--- config.mk ---
export PLATFORM = sky130hd
export DESIGN_NAME = count_seq_ctrl
export DESIGN_NICKNAME = d
export VERILOG_FILES = /design/src/rtl/count_seq_ctrl.sv
export SDC_FILE = /design/constraint.sdc
export NUM_CORES = 1
export LEC_CHECK = 0
export BUFFER_PORTS_ARGS = -buffer_cell sky130_fd_sc_hd__buf_2
export CAP_MARGIN = 40
export CORE_UTILIZATION = 59
export DETAILED_ROUTE_END_ITERATION = 12
export PLACE_DENSITY_LB_ADDON = 0.2
export SYNTH_ARGS = -nofsm -noshare
export SYNTH_HDL_FRONTEND = slang
export SYNTH_SLANG_ARGS = --single-unit
--- constraint.sdc ---
create_clock -name CLOCK_50 -period 2.8 [get_ports CLOCK_50]
set_input_delay 0 -clock CLOCK_50 [delete_from_list [all_inputs] [get_ports CLOCK_50]]
set_output_delay 0 -clock CLOCK_50 [all_outputs]
set_load 0.01 [all_outputs]
--- src/rtl/count_seq_ctrl.sv ---
// Run/pause/direction controller for a WIDTH-bit counter stepped by a CLK_HZ/TICK_HZ divider.
// Pushbuttons are synchronised and edge-detected; same-cycle priority is load > start/pause > step > tick.
module count_seq_ctrl #(
  parameter int CLK_HZ  = 50_000_000,
  parameter int TICK_HZ = 1,
  parameter int WIDTH   = 4
) (
  input  logic             CLOCK_50,
  input  logic             RS,
  input  logic [3:0]       KEY,
  input  logic [WIDTH-1:0] SW,
  output logic [WIDTH-1:0] LEDR,
  output logic [2:0]       LEDG,
  output logic             tick_o
);
  localparam int DIV = CLK_HZ / TICK_HZ;
  localparam int DW  = (DIV > 2) ? $clog2(DIV) : 1;
  localparam logic [DW-1:0]    DIV_LAST = DW'(DIV - 1);
  localparam logic [DW-1:0]    DIV_PEN  = DW'(DIV - 2);
  localparam logic [DW-1:0]    DIV_ONE  = DW'(1);
  localparam logic [DW-1:0]    DIV_ZERO = DW'(0);
  localparam logic [WIDTH-1:0] CNT_ONE  = WIDTH'(1);
  localparam logic [WIDTH-1:0] CNT_MAX  = {WIDTH{1'b1}};
  localparam logic [WIDTH-1:0] CNT_ZERO = {WIDTH{1'b0}};

  typedef enum logic [1:0] {
    ST_IDLE  = 2'd0,
    ST_RUN   = 2'd1,
    ST_PAUSE = 2'd2
  } state_t;

  state_t           r_state;
  logic [3:0]       r_key_meta;
  logic [3:0]       r_key_sync;
  logic [3:0]       r_key_dly;
  logic [3:0]       r_press;
  logic [DW-1:0]    r_div;
  logic [WIDTH-1:0] r_cnt;
  logic             r_dir;
  logic             r_wrap;
  logic             r_run;
  logic             r_tick;
  logic             w_term;
  logic             w_step_cmd;
  logic [WIDTH:0]   w_stepped;

  // Returns {wrapped, next value} for one count step in the given direction.
  function automatic logic [WIDTH:0] step_count(input logic [WIDTH-1:0] v, input logic down);
    if (down) begin
      step_count = {(v == CNT_ZERO), v - CNT_ONE};
    end else begin
      step_count = {(v == CNT_MAX), v + CNT_ONE};
    end
  endfunction

  assign w_term     = (r_state == ST_RUN) && (r_div == DIV_LAST);
  assign w_step_cmd = r_press[3] && (r_state != ST_RUN);
  assign w_stepped  = step_count(r_cnt, r_dir);

  // Press pulse is registered so it appears three clocks after the pin falls.
  always_ff @(posedge CLOCK_50 or posedge RS) begin
    if (RS) begin
      r_key_meta <= 4'hF;
      r_key_sync <= 4'hF;
      r_key_dly  <= 4'hF;
      r_press    <= 4'h0;
    end else begin
      r_key_meta <= KEY;
      r_key_sync <= r_key_meta;
      r_key_dly  <= r_key_sync;
      r_press    <= r_key_dly & ~r_key_sync;
    end
  end

  // Sequencer: tick_o is set one cycle early so it coincides with r_div == DIV-1.
  always_ff @(posedge CLOCK_50 or posedge RS) begin
    if (RS) begin
      r_state <= ST_IDLE;
      r_div   <= DIV_ZERO;
      r_cnt   <= CNT_ZERO;
      r_dir   <= 1'b0;
      r_wrap  <= 1'b0;
      r_run   <= 1'b0;
      r_tick  <= 1'b0;
    end else begin
      if (r_press[1]) begin
        r_dir <= ~r_dir;
      end
      if (r_press[2]) begin
        r_cnt  <= SW;
        r_wrap <= 1'b0;
        r_div  <= DIV_ZERO;
        r_tick <= 1'b0;
      end else if (r_press[0]) begin
        r_div  <= DIV_ZERO;
        r_tick <= 1'b0;
        case (r_state)
          ST_IDLE, ST_PAUSE: begin
            r_state <= ST_RUN;
            r_run   <= 1'b1;
          end
          ST_RUN: begin
            r_state <= ST_PAUSE;
            r_run   <= 1'b0;
          end
          default: begin
            r_state <= ST_IDLE;
            r_run   <= 1'b0;
          end
        endcase
      end else if (w_step_cmd || w_term) begin
        r_wrap <= w_stepped[WIDTH];
        r_cnt  <= w_stepped[WIDTH-1:0];
        r_div  <= DIV_ZERO;
        r_tick <= 1'b0;
      end else if (r_state == ST_RUN) begin
        r_div  <= r_div + DIV_ONE;
        r_tick <= (r_div == DIV_PEN);
      end else begin
        r_div  <= DIV_ZERO;
        r_tick <= 1'b0;
      end
    end
  end

  assign LEDR   = r_cnt;
  assign LEDG   = {r_wrap, r_dir, r_run};
  assign tick_o = r_tick;
endmodule

### Word level (Yosys, flattened, before mapping)

Cells that the tools add are included.

* $add $sub $neg: 3
* equal/unequal tests: 7
* muxes and demuxes: 17
* bitwise gates (word level): 4
* reduce and logical (&&, ||, !) cells: 9

Operators with widths (count)
* 26-bit two-way mux: 4
* 26-bit == test, second input constant: 2
* 26-bit by 1-bit adder with 26-bit output, second input constant: 1
* 4-bit two-way mux: 3
* 1-bit two-way mux: 8
* 5-bit two-way mux: 1
* 4-bit by 1-bit adder with 4-bit output, second input constant: 1
* 4-bit AND: 1
* 4-bit == test, second input constant: 1
* 4-bit zero test: 1
* 2-bit by 1-bit != test with 1-bit output, second input constant: 2
* 4-bit NOT: 1
* 2-bit one-hot mux with 2 select lines: 1
* 2-bit AND reduction: 2
* 4-bit by 1-bit subtractor with 4-bit output, second input constant: 1
* 2-bit by 1-bit == test with 1-bit output, second input constant: 1
* 2-bit == test, second input constant: 1
* 1-bit logical AND: 2
* 2-bit zero test: 1
* 1-bit NOT: 2
* 2-bit nonzero test: 1
* 2-bit OR reduction: 1
* 1-bit logical OR: 1

* flip-flop bits (word level): 52
* input port bits: 10
* logic and storage cells: 51

### Logic depth before layout (Yosys ltp)

* word-level depth: 6
* depth in mapped cells: 7

### Worst setup path after synthesis

OpenSTA, ideal clock, no wires.

* kind: reg-to-reg
* start point: register r_div[16]
* end point: register r_cnt[2] (netlist: LEDR[2])
* library setup time: 128 ps
* arrival time: 2429 ps
* data required time: 2672 ps
* path slack: 243 ps
* cell stages (with the launch flop): 6
* clock period less this slack: 2557 ps
* cell sequence: dfrtp_1 > or4b_1 > or4_4 > o31ai_4 > mux2_1 > mux2_1

* cells in the longest elaborated chain, start to end: 5

RTL lines
* start: declaration: RTL line 37 `logic [DW-1:0] r_div;`
* start signal: assignment: RTL line 117 `r_div <= r_div + DIV_ONE;`
* 26-bit == test: RTL line 56 `assign w_term = (r_state == ST_RUN) && (r_div == DIV_LAST);`
* 1-bit logical AND: RTL line 56
* 1-bit logical OR: RTL line 111 `end else if (w_step_cmd || w_term) begin`
* 2-bit nonzero test (no line)
* 2-bit AND reduction (no line)
* end signal: assignment: RTL line 113 `r_cnt <= w_stepped[WIDTH-1:0];`
* end: declaration: RTL line 38 `logic [WIDTH-1:0] r_cnt;`

No other way between the ends.
A chain may end at the register's enable or synchronous reset.

### Worst setup path in the final report

Ends and elaborated chain as after synthesis.

==> impl_metrics.json <==
{
  "status": "completed",
  "antenna_cells": 0,
  "path_cells": "or4b_1, or4_4, o31ai_4, mux2_1, mux2_1",
  "avgViaCountPerCell": 5.50,
  "power.density_nw_per_um2": 661,
  "layout_common_cells": "40 x dfrtp_1, 36 x nor2_1, 21 x xnor2_1",
  "period_needed_ns": 2.52,
  "nNetsFinal": 260,
  "synth_area_leaders": "dfrtp_1 42%, dfstp_2 13%, xnor2_1 7.8%",
  "vias": 1618,
  "synth_top_area_share_pct": 42.4,
  "cpMaxStageDelayCell": "or4_4",
  "hold_path.class": "in2reg",
  "critical_path_class": "reg2reg",
  "grt_pass1_vias": 1636,
  "p_clk_share_pct": 24.1,
  "final_common_cell": "dfrtp_1",
  "wl_mm": 4.04,
  "overflow": 0,
  "cts_root_buf": "clkbuf_8",
  "relSlewSlack_pct": 48.8,
  "grt_use_total_pct": 21.7,
  "io_buffers": 17,
  "cts_num_sinks": 52,
  "rsz0062_at_grt": "false",
  "critical_path_peak_fanout": 5,
  "grt_pass1_wl_mm": 6.99,
  "area_delta_synth_final_pct": 13.1,
  "dp_hpwl_mm": 2.89,
  "synth_seq_area_share_pct": 55.7,
  "boundaryPins": 18,
  "fill_cells": 290,
  "clock_latency_ns": 0.29,
  "final_core_util_pct": 71.3,
  "cts_buffers": 5,
  "critPathArrivalTime_ns": 2.70,
  "worst_slew_pin_slew_ns": 0.761,
  "routedWlPerCell_um": 13.7,
  "ant_nets": 0,
  "firstDrtPassIters": 4,
  "die_area_um2": 4260,
  "antenna_found_initial": 0,
  "required_ns": 2.98,
  "start_kind": "flip-flop",
  "synth_area_um2": 2360,
  "cts_resized": 0,
  "fin_tns_setup_ns": 0,
  "clkTransAtPathRegs_ns": 0.09,
  "yosys_warnings": 0,
  "switchingPower_uw": 534,
  "p_sw_share_pct": 30.3,
  "syn-instance-count": 218,
  "setup_viol": 0,
  "report.final.slew_viol_count": 0,
  "seqPwrFrac_pct": 51.7,
  "cp_common_cell": "mux2_1",
  "finalHoldViolations": 0,
  "regArea_um2": 1320,
  "cts_tree": "done",
  "syn_nets": 233,
  "ctsLongestPathBuffers": 2,
  "crit_path_end_kind": "flip-flop",
  "ys_seq_elements": 52,
  "initial_core_util_pct": 63.1,
  "gp_congestion": 0.821,
  "core_area_um2": 3740,
  "dieWidth_um": 65.3,
  "drive_gt1_share_pct": 17.9,
  "layout_worst_path_cycle_share_pct": 90.2,
  "htreeDepth": 2,
  "avgSynthCellArea_um2": 10.8,
  "fp.dieH_um": 65.3,
  "irDropWorstVdd_v": 0.000343,
  "clock_skew_ns": 0.00725,
  "synth_top_area_cell": "dfrtp_1",
  "grt_max_degree": 43,
  "max_cap_viol_count": 0,
  "p_leak_uw": 0.00109,
  "max_freq_mhz": 396,
  "drcViolationCount": 0,
  "critical-path-max-stage-delay_ns": 0.57,
  "p_comb_share_pct": 24.3,
  "row_count": 22,
  "multiInputGateArea_um2": 973,
  "postCtsSetupBuffers": 0,
  "synth_cell_types": 37,
  "p_int_uw": 1230,
  "first_iter_violations": 66
}
## sequential cells by signal, indices dropped and copies added (netlist names)
signal and flops:
r_div 26, r_dir 1, r_wrap 1, r_press 4, r_key_dly 4, tick_o 1
r_key_meta 4, r_run 1, r_key_sync 4, r_state 2, LEDR 4
## per-stage QoR
step / instance area (um^2) / total power (uW) / instances / hold WS [ns] / setup WS (ns)
2_1_floorplan: 2360 / 1240 / 218 / 0.00448 / 0.243
3_3_place_gp: 2480 / 1310 / 277 / 0.104 / 0.323
3_5_place_dp: 2500 / 1350 / 278 / -0.0622 / 0.289
4_1_cts: 2670 / 1780 / 294 / 0.0607 / 0.275
5_1_grt: 2670 / 1870 / 294 / 0.0763 / 0.200
6_report: 2670 / 1760 / 294 / 0.0592 / 0.276
## area by class of cell
cell class | count | area share, %
flip-flops and latches | 52 | 49.3
multi-input cells | 151 | 36.5
repair buffers | 28 | 7.50
clock buffers | 7 | 3.23
well taps | 48 | 2.25
inverters | 7 | 0.984
clock inverters | 1 | 0.281
## synthesized netlist by cell type, drive strengths merged
| cell type | instances |
|---|---|
| mux2 | 2 |
| clkbuf | 2 |
| nand3 | 13 |
| o21bai | 1 |
| a221o | 1 |
| mux2i | 1 |
| nor3 | 7 |
| nand2 | 11 |
| nor2 | 36 |
| nand3b | 2 |
| or4b | 3 |
| a21o | 2 |
| inv | 7 |
| nand4 | 5 |
| fa | 1 |
| or4 | 6 |
| or3 | 2 |
| buf | 6 |
| dfrtp | 40 |
| xor2 | 8 |
| o21ai | 6 |
| ha | 4 |
| nand2b | 2 |
| dfstp | 12 |
| nor4 | 3 |
| xnor2 | 21 |
| and3 | 3 |
| or2 | 1 |
| and4 | 1 |
| a21oi | 1 |
| o31ai | 1 |
| nor2b | 6 |
| a22oi | 1 |
## power groups by stage
stage	logic, uW	clock network (uW)	registers, uW
after CTS	433	433	911
after global placement	398	0	916
after global routing	485	462	925
final	428	425	911
after detailed placement	423	0	926
after floorplan	320	0	916
## cells by family after synthesis
kind of cell               after synthesis  share of synthesized area (%)
and+or+nand+nor                        101                           22.0
DFF                                     52                           55.7
xor gates and xnor gates                29                           10.8
buffers and inverters                   15                           3.02
AOI/OAI and AO/OA                       13                           4.08
adders and majority gates                5                           2.97
muxes                                    3                           1.38
## critical path: cells and delay by family, from the launching register on
family | cells | cell delay (ns)
AND/OR/NAND/NOR | 2 | 1.12
multiplexers | 2 | 0.61
AO/OA/AOI/OAI | 1 | 0.25
flip-flops | 1 | 0.43
## what timing repair did
| action | 4_1_cts | 5_1_grt |
|---|---|---|
| endpoints found under the hold margin | 47 | 0 |
| endpoints found under the setup margin | 0 | 0 |
| hold buffers | 8 | 0 |
## metal layers
layer  track usage [%]  routed length (um)  up-vias
li1                  -                   -      785
met1              27.0                1810      797
met5                 0                   0        -
met3              4.34                 120        6
met4              9.24                  47        0
met2              36.7                2070       30
## final timing paths
check	from	depth (start not counted)	to	slack (ns)
worst min-delay path	SW[3]	4	LEDR[3]$_DFFE_PP0P_	0.06
min in group asynchronous	RS	3	r_div[21]$_DFF_PP0_	0.17
worst min register to register	r_key_meta[3]$_DFF_PP1_	0	r_key_sync[3]$_DFF_PP1_	0.35
max in group asynchronous	RS	4	r_key_meta[3]$_DFF_PP1_	2.09
worst max register to register	r_div[16]$_DFF_PP0_	5	LEDR[2]$_DFFE_PP0P_	0.28
worst max-delay path	r_div[16]$_DFF_PP0_	5	LEDR[2]$_DFFE_PP0P_	0.28
Note: power is estimated with default switching activity, not from simulation.
